[src/rtl/uart_tx.sv]
// uart_tx -- serial transmitter half of the UART.
// It accepts one byte per valid/ready handshake and sends it on tx_o as one
// asynchronous frame:
//   - a start bit (0),
//   - 5..8 data bits, LSB first,
//   - an optional parity bit,
//   - 1 or 2 stop bits (1).
// The data byte and the frame configuration are latched at accept. Config
// changes made mid-frame therefore do not affect the frame in progress.
// Ports:
//   clk_i, rst_i           clock, async active-high reset
//   cfg_en_i               transmitter enable (low forces idle)
//   cfg_div_i[15:0]        bit period = cfg_div_i + 1 clocks
//   cfg_parity_en_i        append parity bit
//   cfg_parity_sel_i[1:0]  00 odd, 01 even, 10 space, 11 mark
//   cfg_bits_i[1:0]        data bits 00=5 .. 11=8
//   cfg_stop_i             0 = one stop bit, 1 = two
//   tx_data_i[7:0]         byte to send
//   tx_valid_i/tx_ready_o  input handshake
//   tx_o                   serial line, idles high (registered)
//   busy_o                 frame in progress
module uart_tx (
   input  logic        clk_i,
   input  logic        rst_i,
   input  logic        cfg_en_i,
   input  logic [15:0] cfg_div_i,
   input  logic        cfg_parity_en_i,
   input  logic [1:0]  cfg_parity_sel_i,
   input  logic [1:0]  cfg_bits_i,
   input  logic        cfg_stop_i,
   input  logic [7:0]  tx_data_i,
   input  logic        tx_valid_i,
   output logic        tx_ready_o,
   output logic        tx_o,
   output logic        busy_o
);

   typedef enum logic [2:0] {IDLE, START_BIT, DATA, PARITY, STOP_BIT} state_t;

   state_t      state_q, state_d;
   logic [15:0] cnt_q, cnt_d;
   logic [2:0]  bit_q, bit_d;
   logic        stop_cnt_q, stop_cnt_d;
   logic [7:0]  shift_q, shift_d;
   logic [15:0] div_q;
   logic [1:0]  bits_q;
   logic        par_en_q, stop_q, par_q;
   logic        tx_q, tx_d;
   logic        accept, bit_end;
   logic [7:0]  data_m;
   logic        par_calc;

   // The reset term keeps ready low while reset is held.
   assign tx_ready_o = cfg_en_i && (state_q == IDLE) && !rst_i;
   assign busy_o     = (state_q != IDLE);
   assign tx_o       = tx_q;
   assign accept     = tx_valid_i && tx_ready_o;
   assign bit_end    = (cnt_q == div_q);

   // Parity is taken over the N used data bits only. Unused upper bits are
   // masked off.
   assign data_m = tx_data_i & (8'hFF >> (2'd3 - cfg_bits_i));
   always_comb begin
      par_calc = 1'b0;
      case (cfg_parity_sel_i)
         2'b00: par_calc = ~^data_m;
         2'b01: par_calc = ^data_m;
         2'b10: par_calc = 1'b0;
         2'b11: par_calc = 1'b1;
         default: par_calc = 1'b0;
      endcase
   end

   always_comb begin
      state_d    = state_q;
      cnt_d      = cnt_q + 16'd1;
      bit_d      = bit_q;
      stop_cnt_d = stop_cnt_q;
      shift_d    = shift_q;
      case (state_q)
         IDLE: begin
            cnt_d = '0;
            if (accept) begin
               state_d = START_BIT;
               shift_d = tx_data_i;
            end
         end
         START_BIT: begin
            if (bit_end) begin
               state_d = DATA;
               cnt_d   = '0;
               bit_d   = '0;
            end
         end
         DATA: begin
            if (bit_end) begin
               cnt_d   = '0;
               shift_d = shift_q >> 1;
               // {1, bits_q} is N-1, for N from 5 to 8.
               if (bit_q == {1'b1, bits_q}) begin
                  state_d    = par_en_q ? PARITY : STOP_BIT;
                  stop_cnt_d = 1'b0;
               end else begin
                  bit_d = bit_q + 3'd1;
               end
            end
         end
         PARITY: begin
            if (bit_end) begin
               state_d    = STOP_BIT;
               cnt_d      = '0;
               stop_cnt_d = 1'b0;
            end
         end
         STOP_BIT: begin
            if (bit_end) begin
               cnt_d = '0;
               if (stop_q && !stop_cnt_q) stop_cnt_d = 1'b1;
               else                       state_d    = IDLE;
            end
         end
         default: state_d = IDLE;
      endcase
      // Disable abandons any partial frame on the next edge.
      if (!cfg_en_i) begin
         state_d    = IDLE;
         cnt_d      = '0;
         bit_d      = '0;
         stop_cnt_d = 1'b0;
      end
      // The line value is decoded from the next state, so tx_o comes
      // straight from a flop.
      case (state_d)
         START_BIT: tx_d = 1'b0;
         DATA:      tx_d = shift_d[0];
         PARITY:    tx_d = par_q;
         default:   tx_d = 1'b1;
      endcase
   end

   always_ff @(posedge clk_i or posedge rst_i) begin
      if (rst_i) begin
         state_q    <= IDLE;
         cnt_q      <= '0;
         bit_q      <= '0;
         stop_cnt_q <= 1'b0;
         shift_q    <= '0;
         div_q      <= '0;
         bits_q     <= '0;
         par_en_q   <= 1'b0;
         stop_q     <= 1'b0;
         par_q      <= 1'b0;
         tx_q       <= 1'b1;
      end else begin
         state_q    <= state_d;
         cnt_q      <= cnt_d;
         bit_q      <= bit_d;
         stop_cnt_q <= stop_cnt_d;
         shift_q    <= shift_d;
         tx_q       <= tx_d;
         if (accept) begin
            div_q    <= cfg_div_i;
            bits_q   <= cfg_bits_i;
            par_en_q <= cfg_parity_en_i;
            stop_q   <= cfg_stop_i;
            par_q    <= par_calc;
         end
      end
   end

endmodule

[config.mk]
export PLATFORM = sky130hd
export DESIGN_NAME = uart_tx
export DESIGN_NICKNAME = d
export VERILOG_FILES = /design/src/rtl/uart_tx.sv
export SDC_FILE = /design/constraint.sdc
export NUM_CORES = 1
export LEC_CHECK = 0
export ABC_AREA = 1
export CORE_UTILIZATION = 47
export DETAILED_ROUTE_END_ITERATION = 16
export GPL_TIMING_DRIVEN = 1
export PLACE_DENSITY = 0.7
export SETUP_SLACK_MARGIN = 0.3
export SLEW_MARGIN = 25
export SYNTH_ARGS = -nofsm -noshare
export SYNTH_HDL_FRONTEND = slang
export SYNTH_SLANG_ARGS = --single-unit
export TNS_END_PERCENT = 5
[constraint.sdc]
create_clock -name clk_i -period 2.6 [get_ports clk_i]
set_input_delay 0.65 -clock clk_i [delete_from_list [all_inputs] [get_ports clk_i]]
set_output_delay 0.65 -clock clk_i [all_outputs]
set_load 0.02 [all_outputs]
==> results.sh, run 1 <==
export IMPL_htree_levels=2
export IMPL_ys_seq_area_frac=0.437
export IMPL_regArea_sq_um=1330
export IMPL_grt_total_usage=0.203
export IMPL_ir_drop_mv=0.255
export IMPL_cp_top_family="buffers and inverters"
export IMPL_fillers=565
export IMPL_path_class="in -> out"
export IMPL_postCtsResizedCells=4
export IMPL_rsz0062_at_grt="true"
export IMPL_gp_congestion=0.880
export IMPL_antenna_found_initial=0
export IMPL_dpl_cell_count=513
export IMPL_period_needed_ns=2.27
export IMPL_r2r_start="cnt_q[0]$_DFF_PP0_"
export IMPL_ys_warn_count=0
export IMPL_cp_num_buf_inv=3
export IMPL_rrSetupSlack_ns=0.75
export IMPL_io_buffers=36
export IMPL_cp_start_kind="input port"
export IMPL_cp_required_ns=1.95
export IMPL_place_hpwl_um=4650
export IMPL_insertion_delay_ns=0.31
export IMPL_rr_endpoint="cnt_q[12]$_DFF_PP0_"
export IMPL_clock_skew_ns=0.00723
export IMPL_multi_input_area_sq_um=1450
export IMPL_hold_start="shift_q[1]$_DFFE_PP0P_"
export IMPL_drtPass1Iterations=4
export IMPL_ys_types=36
export IMPL_overflow=0
export IMPL_syn_avg_cell_area_sq_um=7.56
export IMPL_first_iter_violations=92
export IMPL_status="finished clean"
export IMPL_vias_per_cell=4.98
export IMPL_reg2reg_depth=8
export IMPL_slowest_delay_ns=0.49
export IMPL_drive_gt1_frac=0.143
export IMPL_die_h_um=82.4
export IMPL_crit_path_max_fanout=2
export IMPL_postCtsHoldBufs=0
export IMPL_power_w=0.00183
export IMPL_hp_class="reg -> reg"
export IMPL_netlist_instances=402
export IMPL_fin_nets=481
export IMPL_dieArea_sq_um=6790
export IMPL_finalSetupViolCount=0
export IMPL_grt_max_degree=32
export IMPL_cp_end_kind="primary output"
export IMPL_path_cells="clkdlybuf4s50_1 -> inv_2 -> nor3_4 -> buf_2"
export IMPL_rows=28
export IMPL_final_antenna_net_count=0
export IMPL_ys_ff_latch=53
export IMPL_grt_pass1_wl_um=10500
export IMPL_crit_start="cfg_en_i"
export IMPL_layout_common_cells="129 x nand2_1, 51 x dfrtp_1, 46 x inv_1, 34 x clkdlybuf4s50_1, 31 x nor2_1"
export IMPL_cap_viol_max_count=0
export IMPL_root_buffer="clkbuf_8"
export IMPL_wirelength_um=6040
export IMPL_die_w_um=82.4
export IMPL_vias=2595
export IMPL_wire_per_inst_um=11.6
export IMPL_p_per_area_nw_per_um2=506
export IMPL_worstPathArrival_ns=1.62
export IMPL_instances_no_fill=521
export IMPL_worst_slew_pin_slew_ns=0.408
export IMPL_worstHoldPathCells=2
export IMPL_finalHoldViolCount=0
export IMPL_core_area_sq_um=6060
export IMPL_slew_violations=0
export IMPL_cts_tree="done"
export IMPL_area_growth_pct=18.9
export IMPL_slowest_stage="clkdlybuf4s50_1"
export IMPL_p_leak_nw=1.69
export IMPL_ios=37
export IMPL_slew_headroom=0.727
export IMPL_n_antenna_cell=0
export IMPL_start_util=0.501
export IMPL_timing_fmax_ghz=0.440
export IMPL_numCtsBuffers=5
export IMPL_clk_pin_slew_ns=0.10
export IMPL_drc=0
export IMPL_postCtsSetupBuffers=0
export IMPL_crit_end="tx_ready_o"
export IMPL_cp_depth=4
export IMPL_grt_pass1_vias=2411
export IMPL_final_common_cell="nand2_1"
export IMPL_synthesis_nets=438
export IMPL_fin_crit_sh=0.873
export IMPL_clock_sinks=53
export IMPL_syn_cell_area_sq_um=3040
export IMPL_cts_buffer_depth=2
state kept, by name (all words and copies together), names as in the netlist:
| name | cells |
|---|---|
| bit_q | 3 |
| bits_q | 2 |
| cnt_q | 16 |
| div_q | 16 |
| par_en_q | 1 |
| par_q | 1 |
| shift_q | 8 |
| state_q | 3 |
| stop_cnt_q | 1 |
| stop_q | 1 |
| tx_o | 1 |
power breakdown:
part / switching, W / total (W) / internal (W)
logic: 0.000206 / 0.000370 / 0.000165
registers: 0.0000537 / 0.000971 / 0.000917
clock network: 0.000290 / 0.000487 / 0.000197
total: 0.000549 / 0.00183 / 0.00128
worst min-delay path by stage:
| stage | end | slack, ns |
|---|---|---|
| floorplan | shift_q[1]$_DFFE_PP0P_ | 0.44 |
| global placement | shift_q[1]$_DFFE_PP0P_ | 0.45 |
| detailed placement | shift_q[1]$_DFFE_PP0P_ | 0.46 |
| CTS | shift_q[1]$_DFFE_PP0P_ | 0.49 |
| global route | shift_q[4]$_DFFE_PP0P_ | 0.51 |
| finish | shift_q[1]$_DFFE_PP0P_ | 0.49 |
routing by layer:
| layer | vias to the layer above | routed length, um | GRT usage |
|---|---|---|---|
| met3 | 5 | 202 | 0.0407 |
| met4 | 0 | 71 | 0.0684 |
| met5 | - | 0 | 0 |
| met2 | 47 | 2810 | 0.324 |
| met1 | 1190 | 2950 | 0.274 |
| li1 | 1353 | - | - |
cell usage after synthesis:
cell type | instances | area share
a21oi_1 | 7 | 0.012
a21oi_2 | 3 | 0.0086
a22oi_1 | 4 | 0.0099
a31oi_1 | 3 | 0.0062
buf_2 | 2 | 0.0033
buf_4 | 1 | 0.0025
buf_6 | 1 | 0.0037
clkbuf_2 | 1 | 0.0016
clkinv_2 | 1 | 0.0016
dfrtp_1 | 52 | 0.43
dfstp_2 | 1 | 0.0086
ha_1 | 2 | 0.0082
inv_1 | 47 | 0.058
inv_2 | 8 | 0.0099
inv_4 | 2 | 0.0041
nand2_1 | 129 | 0.16
nand2_2 | 4 | 0.0082
nand2_4 | 2 | 0.0074
nand3_1 | 20 | 0.033
nand3_2 | 5 | 0.016
nand3b_1 | 2 | 0.0049
nand4_1 | 1 | 0.0021
nor2_1 | 31 | 0.038
nor2_2 | 9 | 0.019
nor2_4 | 4 | 0.015
nor3_1 | 5 | 0.0082
nor3_2 | 4 | 0.013
nor3_4 | 2 | 0.011
nor4_1 | 1 | 0.0021
o21ai_0 | 29 | 0.048
o21ai_1 | 3 | 0.0049
o21ai_2 | 1 | 0.0029
o21bai_1 | 1 | 0.0025
or2_2 | 2 | 0.0041
xnor2_1 | 5 | 0.014
xor2_1 | 7 | 0.020
kinds of logic after synthesis:
| kind of cell | Yosys count | share of synthesized area |
|---|---|---|
| AOI/OAI and AO/OA | 51 | 0.0943 |
| xor gates and xnor gates | 12 | 0.0346 |
| adders and majority gates | 2 | 0.00823 |
| buffers and inverters | 63 | 0.0848 |
| DFF | 53 | 0.437 |
| and+or+nand+nor | 221 | 0.341 |
through the flow:
step | setup WS [ns] | instance area (sq um) | hold WS (ns) | setup TNS (ns) | utilization
floorplan | 0.665 | 3040 | 0.440 | 0 | -
global placement | -0.115 | 3520 | 0.454 | -0.115 | 0.581
detailed placement | -0.115 | 3520 | 0.465 | -0.115 | 0.581
CTS | 0.310 | 3610 | 0.489 | 0 | 0.596
global route | 0.262 | 3610 | 0.510 | 0 | 0.596
finish | 0.329 | 3610 | 0.491 | 0 | 0.596
worst register-to-register path, delay by kind of cell, from the launching register on:
kind,cells,cell delay [ns]
adders and majority gates,1,0.24
and+or+nand+nor,5,0.82
AOI/OAI and AO/OA,2,0.23
DFF,1,0.46
cell type report:
type,count,share of cell area
multi-input combinational,286,0.402
sequential,53,0.368
timing repair buffer,41,0.116
tap,75,0.0260
clock buffer,5,0.0190
inverter,58,0.0620
clock inverter,3,0.00692
Power figures use the tool's default switching activity.
==> run 2: changes to the inputs <==
--- a/config.mk
+++ b/config.mk
@@ -6,12 +6,13 @@
 export NUM_CORES = 1
 export LEC_CHECK = 0
 export ABC_AREA = 1
-export CORE_UTILIZATION = 47
+export CORE_MARGIN = 10
+export CORE_UTILIZATION = 60
 export DETAILED_ROUTE_END_ITERATION = 16
 export GPL_TIMING_DRIVEN = 1
-export PLACE_DENSITY = 0.7
+export PLACE_DENSITY = 0.86
 export SETUP_SLACK_MARGIN = 0.3
-export SLEW_MARGIN = 25
+export SLEW_MARGIN = 40
 export SYNTH_ARGS = -nofsm -noshare
 export SYNTH_HDL_FRONTEND = slang
 export SYNTH_SLANG_ARGS = --single-unit
==> run 2 against run 1 <==
Against the previous run:
- register-to-register slack worse by 0.03 ns
- via count increased by 4.9%
- clock-buffer cell count unchanged
- wire length grew 13%
- cell count down 1.5%
- utilization increased by 16 points
- clock power is 12% higher
- critical endpoint unchanged
- highest routed layer unchanged
==> results.sh, run 2 (same netlist as run 1, synthesis figures left out) <==
export IMPL_vias=2721
export IMPL_final_common_cell="nand2_1"
export IMPL_grt_total_usage=0.163
export IMPL_slew_headroom=0.745
export IMPL_fin_util=0.752
export IMPL_crit_path_max_fanout=2
export IMPL_fin_nets=482
export IMPL_ios=37
export IMPL_grt_max_degree=54
export IMPL_p_clk_frac=0.287
export IMPL_grt_pass1_vias=2683
export IMPL_period_needed_ns=2.22
export IMPL_path_class="in -> out"
export IMPL_hp_class="reg -> reg"
export IMPL_place_hpwl_um=5050
export IMPL_finalSetupViolCount=0
export IMPL_status="finished clean"
export IMPL_rr_endpoint="cnt_q[14]$_DFF_PP0_"
export IMPL_area_growth_pct=19.2
export IMPL_drc=0
export IMPL_antenna_found_initial=0
export IMPL_htree_levels=2
export IMPL_wire_per_inst_um=13.3
export IMPL_multi_input_area_sq_um=1450
export IMPL_gp_congestion=0.872
export IMPL_drtPass1Iterations=5
export IMPL_internal_power_w=0.00136
export IMPL_finalHoldViolCount=0
export IMPL_wirelength_um=6810
export IMPL_p_seq_frac=0.512
export IMPL_clk_pin_slew_ns=0.09
export IMPL_fin_crit_sh=0.855
export IMPL_clock_sinks=53
export IMPL_dpl_cell_count=506
export IMPL_drive_gt1_frac=0.143
export IMPL_cp_required_ns=1.95
export IMPL_n_antenna_cell=0
export IMPL_slowest_stage="clkdlybuf4s50_1"
export IMPL_cp_top_family="buffers and inverters"
export IMPL_ir_drop_mv=0.596
export IMPL_rows=25
export IMPL_regArea_sq_um=1330
export IMPL_holdPathEnd="shift_q[4]$_DFFE_PP0P_"
export IMPL_root_buffer="clkbuf_8"
export IMPL_dieArea_sq_um=8310
export IMPL_setup_slack_ns=0.377
export IMPL_rsz0062_at_grt="true"
export IMPL_worstPathArrival_ns=1.57
export IMPL_reg_top3="cnt_q (16), div_q (16), shift_q (8)"
export IMPL_die_w_um=91.2
export IMPL_switching_power_w=0.000537
export IMPL_cp_end_kind="primary output"
export IMPL_io_buffers=36
export IMPL_rrSetupSlack_ns=0.72
export IMPL_power_w=0.00190
export IMPL_r2r_start="cnt_q[0]$_DFF_PP0_"
export IMPL_reg2reg_depth=9
export IMPL_fillers=374
export IMPL_clock_skew_ns=0.00559
export IMPL_layout_common_cells="129 x nand2_1, 51 x dfrtp_1, 46 x inv_1, 34 x clkdlybuf4s50_1, 31 x nor2_1"
export IMPL_path_cells="clkdlybuf4s50_1 -> inv_2 -> nor3_4 -> buf_2"
export IMPL_first_iter_violations=205
export IMPL_cts_tree="done"
export IMPL_start_util=0.631
export IMPL_hold_start="shift_q[4]$_DFFE_PP0P_"
export IMPL_cp_start_kind="input port"
export IMPL_worstHoldPathCells=2
export IMPL_p_leak_nw=1.70
export IMPL_postCtsSetupBuffers=0
export IMPL_slew_violations=0
export IMPL_numCtsBuffers=5
export IMPL_cp_num_buf_inv=3
export IMPL_overflow=0
export IMPL_insertion_delay_ns=0.30
export IMPL_cap_viol_max_count=0
export IMPL_cts_buffer_depth=2
export IMPL_die_h_um=91.2
export IMPL_worst_slew_pin_slew_ns=0.381
export IMPL_vias_per_cell=5.30
export IMPL_final_antenna_net_count=0
export IMPL_grt_pass1_wl_um=11700
export IMPL_power_frac_comb=0.201
export IMPL_pre_cts_slack_ns=-0.0773
export IMPL_p_per_area_nw_per_um2=525
export IMPL_core_area_sq_um=4820
export IMPL_timing_fmax_ghz=0.450
export IMPL_slowest_delay_ns=0.49
export IMPL_hold_ws_ns=0.490
export IMPL_instances_no_fill=513
export IMPL_swShare=0.283
==> run 2: worst max path at each step <==
stage	start	slack (ns)	cells past startpoint	end
2_1_floorplan	rst_i	0.67	1	bit_q[0]$_DFFE_PP0P_
3_3_place_gp	cfg_en_i	-0.06	4	tx_ready_o
5_1_grt	cfg_en_i	0.29	4	tx_ready_o
6_report	cfg_en_i	0.38	4	tx_ready_o
4_1_cts	state_q[1]$_DFF_PP0_	0.32	3	busy_o
3_5_place_dp	cfg_en_i	-0.08	4	tx_ready_o
==> run 2: tightest hold or removal path: stages (launching register included) <==
cell and delay, ns:
dfrtp_1 0.35, nand2_1 0.06, nand2_1 0.05
==> run 2: power groups by stage <==
stage	combinational (W)	sequential, W	clock (W)
2_1_floorplan	0.000252	0.000971	0
3_3_place_gp	0.000364	0.000980	0
3_5_place_dp	0.000382	0.000986	0
4_1_cts	0.000386	0.000972	0.000550
5_1_grt	0.000436	0.000983	0.000581
6_report	0.000383	0.000972	0.000545
==> run 2: stage by stage <==
stage,TNS [ns],instance area [sq um]
after CTS,0,3620
after global placement,-0.0606,3520
after detailed placement,-0.0773,3520
after global routing,0,3620
after floorplan,0,3040
final,0,3620
==> run 2: layout make-up <==
cell class	count	area share
Multi-Input combinational cell	286	0.401
Sequential cell	53	0.367
Timing Repair Buffer	42	0.118
Inverter	58	0.0618
Tap cell	67	0.0231
Clock buffer	5	0.0190
Clock inverter	2	0.00967
==> run 2: per-layer routing <==
metal / wire [um] / global-route usage / vias up
met1: 3020 / 0.200 / 1278
met3: 336 / 0.0296 / 11
li1: - / - / 1340
met2: 3360 / 0.288 / 92
met4: 93 / 0.0431 / 0
met5: 0 / 0 / -
==> run 2: timing repair <==
action	in CTS	in global routing
hold buffers	0	0
resized for setup	4	2
endpoints found under the hold margin	0	0
cloned	0	0
endpoints found under the setup margin	1	2
==> run 3: changes to the inputs <==
--- a/config.mk
+++ b/config.mk
@@ -7,11 +7,11 @@
 export LEC_CHECK = 0
 export ABC_AREA = 1
 export CORE_MARGIN = 10
-export CORE_UTILIZATION = 60
+export CORE_UTILIZATION = 56
 export DETAILED_ROUTE_END_ITERATION = 16
 export GPL_TIMING_DRIVEN = 1
-export PLACE_DENSITY = 0.86
-export SETUP_SLACK_MARGIN = 0.3
+export PLACE_DENSITY = 0.81
+export SETUP_SLACK_MARGIN = 0.5
 export SLEW_MARGIN = 40
 export SYNTH_ARGS = -nofsm -noshare
 export SYNTH_HDL_FRONTEND = slang
==> constraint.sdc (replaced) <==
create_clock -name clk_i -period 2.3 [get_ports clk_i]
set_input_delay 0.575 -clock clk_i [delete_from_list [all_inputs] [get_ports clk_i]]
set_output_delay 0.575 -clock clk_i [all_outputs]
set_load 0.02 [all_outputs]
==> run 3 against run 2 <==
Against the previous run:
- clock power decreased by 7.0%
- die area increased by 5.6%
- register-to-register slack lost 0.22 ns
- worst setup slack better by 0.057 ns
- non-clock buffer count increased by 4
- first-iteration DRC count is 16% lower
- clock skew rose by 0.0012 ns
- power increased by 7.1%
- sequential cell count is the same
- largest cell class unchanged
==> results.sh, run 3 (same netlist as run 1, synthesis figures left out) <==
export IMPL_drtPass1Iterations=4
export IMPL_cts_buffer_depth=2
export IMPL_hp_class="reg -> reg"
export IMPL_fin_nets=486
export IMPL_gp_congestion=0.905
export IMPL_p_leak_nw=1.76
export IMPL_grt_total_usage=0.162
export IMPL_ios=37
export IMPL_area_growth_pct=21.0
export IMPL_wire_per_inst_um=12.9
export IMPL_dieArea_sq_um=8770
export IMPL_layout_common_cells="129 x nand2_1, 49 x dfrtp_1, 46 x inv_1, 29 x nor2_1"
export IMPL_period_needed_ns=1.87
export IMPL_cp_required_ns=1.73
export IMPL_fin_crit_sh=0.811
export IMPL_path_class="reg -> out"
export IMPL_clk_pin_slew_ns=0.09
export IMPL_design_area_sq_um=3680
export IMPL_drive_gt1_frac=0.164
export IMPL_reg_top3="cnt_q (16), div_q (16), shift_q (8)"
export IMPL_clock_skew_ns=0.00677
export IMPL_wirelength_um=6700
export IMPL_worstPathArrival_ns=1.29
export IMPL_htree_levels=2
export IMPL_crit_path_max_fanout=5
export IMPL_insertion_delay_ns=0.30
export IMPL_start_util=0.588
export IMPL_ir_drop_mv=0.392
export IMPL_timing_fmax_ghz=0.536
export IMPL_status="finished clean"
export IMPL_rsz0062_at_grt="true"
export IMPL_cts_tree="done"
export IMPL_finalSetupViolCount=0
export IMPL_place_area_sq_um=3540
export IMPL_core_area_sq_um=5170
export IMPL_postCtsHoldBufs=0
export IMPL_grt_pass1_wl_um=11800
export IMPL_cap_viol_max_count=0
export IMPL_io_buffers=36
export IMPL_antenna_found_initial=0
export IMPL_fin_setup_tns_ns=0
export IMPL_die_h_um=93.7
export IMPL_finalHoldViolCount=0
export IMPL_vias=2633
export IMPL_slew_headroom=0.793
export IMPL_rows=26
export IMPL_overflow=0
export IMPL_grt_pass1_vias=2685
export IMPL_fin_util=0.711
export IMPL_final_antenna_net_count=0
export IMPL_first_iter_violations=172
export IMPL_cp_start_kind="register"
export IMPL_final_common_cell="nand2_1"
export IMPL_clock_sinks=53
export IMPL_die_w_um=93.7
export IMPL_grt_max_degree=42
export IMPL_place_hpwl_um=5050
export IMPL_hold_ws_ns=0.480
export IMPL_worst_slew_pin_slew_ns=0.310
export IMPL_p_per_area_nw_per_um2=554
export IMPL_drc=0
export IMPL_numCtsBuffers=5
export IMPL_cp_end_kind="primary output"
export IMPL_root_buffer="clkbuf_8"
export IMPL_slew_violations=0
export IMPL_n_antenna_cell=0
export IMPL_vias_per_cell=5.05
==> run 3: cell types whose count changed in the layout (fill, tap and decap cells not counted), moves of 3 or more <==
cell / delta
clkdlybuf4s50_1: -6
clkbuf_1: +3
buf_4: +4
dlygate4sd2_1: +3
==> run 3: worst paths after layout <==
path / start / to / slack [ns] / cells past startpoint
max: state_q[0]$_DFF_PP0_ / tx_ready_o / 0.43 / 4
min: shift_q[1]$_DFFE_PP0P_ / shift_q[1]$_DFFE_PP0P_ / 0.48 / 2
max reg2reg: state_q[1]$_DFF_PP0_ / bit_q[2]$_DFFE_PP0P_ / 0.50 / 12
min reg2reg: shift_q[1]$_DFFE_PP0P_ / shift_q[1]$_DFFE_PP0P_ / 0.48 / 2
max in group asynchronous: rst_i / cnt_q[8]$_DFF_PP0_ / 1.27 / 4
min in group asynchronous: rst_i / div_q[2]$_DFFE_PP0N_ / 0.52 / 3
==> run 3: cell type report <==
type	instances	area, sq um
Inverter	58	228
Multi-Input combinational cell	286	1490
Sequential cell	53	1330
Timing Repair Buffer	46	460
Fill cell	425	1500
Tap cell	70	87.6
Clock buffer	8	80.1
==> run 3: stage by stage <==
step	setup slack (ns)	power, W	instances
after CTS	0.297	0.00204	519
final	0.434	0.00204	521
after floorplan	0.567	0.00138	402
after global routing	0.359	0.00217	521
after detailed placement	-0.303	0.00154	511
after global placement	-0.289	0.00152	511
==> run 3: metal layers <==
| metal | part of all wire | up-vias | global-route usage |
|---|---|---|---|
| met1 | 0.44 | 1210 | 0.199 |
| met5 | 0 | - | 0 |
| met2 | 0.50 | 56 | 0.283 |
| li1 | - | 1352 | - |
| met4 | 0.013 | 0 | 0.0430 |
| met3 | 0.041 | 15 | 0.0320 |
==> run 3: repair_timing <==
item | in CTS | in global routing
pin swaps | 1 | 5
endpoints found under the setup margin | 14 | 38
gates resized for setup | 10 | 16
cloned | 0 | 0
buffers inserted | 0 | 2
==> run 3: power by group <==
| group | internal, W | switching [W] | leakage (nW) |
|---|---|---|---|
| Clock | 0.000217 | 0.000290 | 0.0395 |
| Combinational | 0.000191 | 0.000244 | 1.03 |
| Sequential | 0.00104 | 0.0000575 | 0.683 |
| Total | 0.00144 | 0.000591 | 1.76 |
==> run 3: critical path, stage by stage, from the launching register on <==
cell,delay (ns)
dfrtp_2,0.46
nor2_2,0.12
nand2_1,0.11
nor3_4,0.16
buf_6,0.15
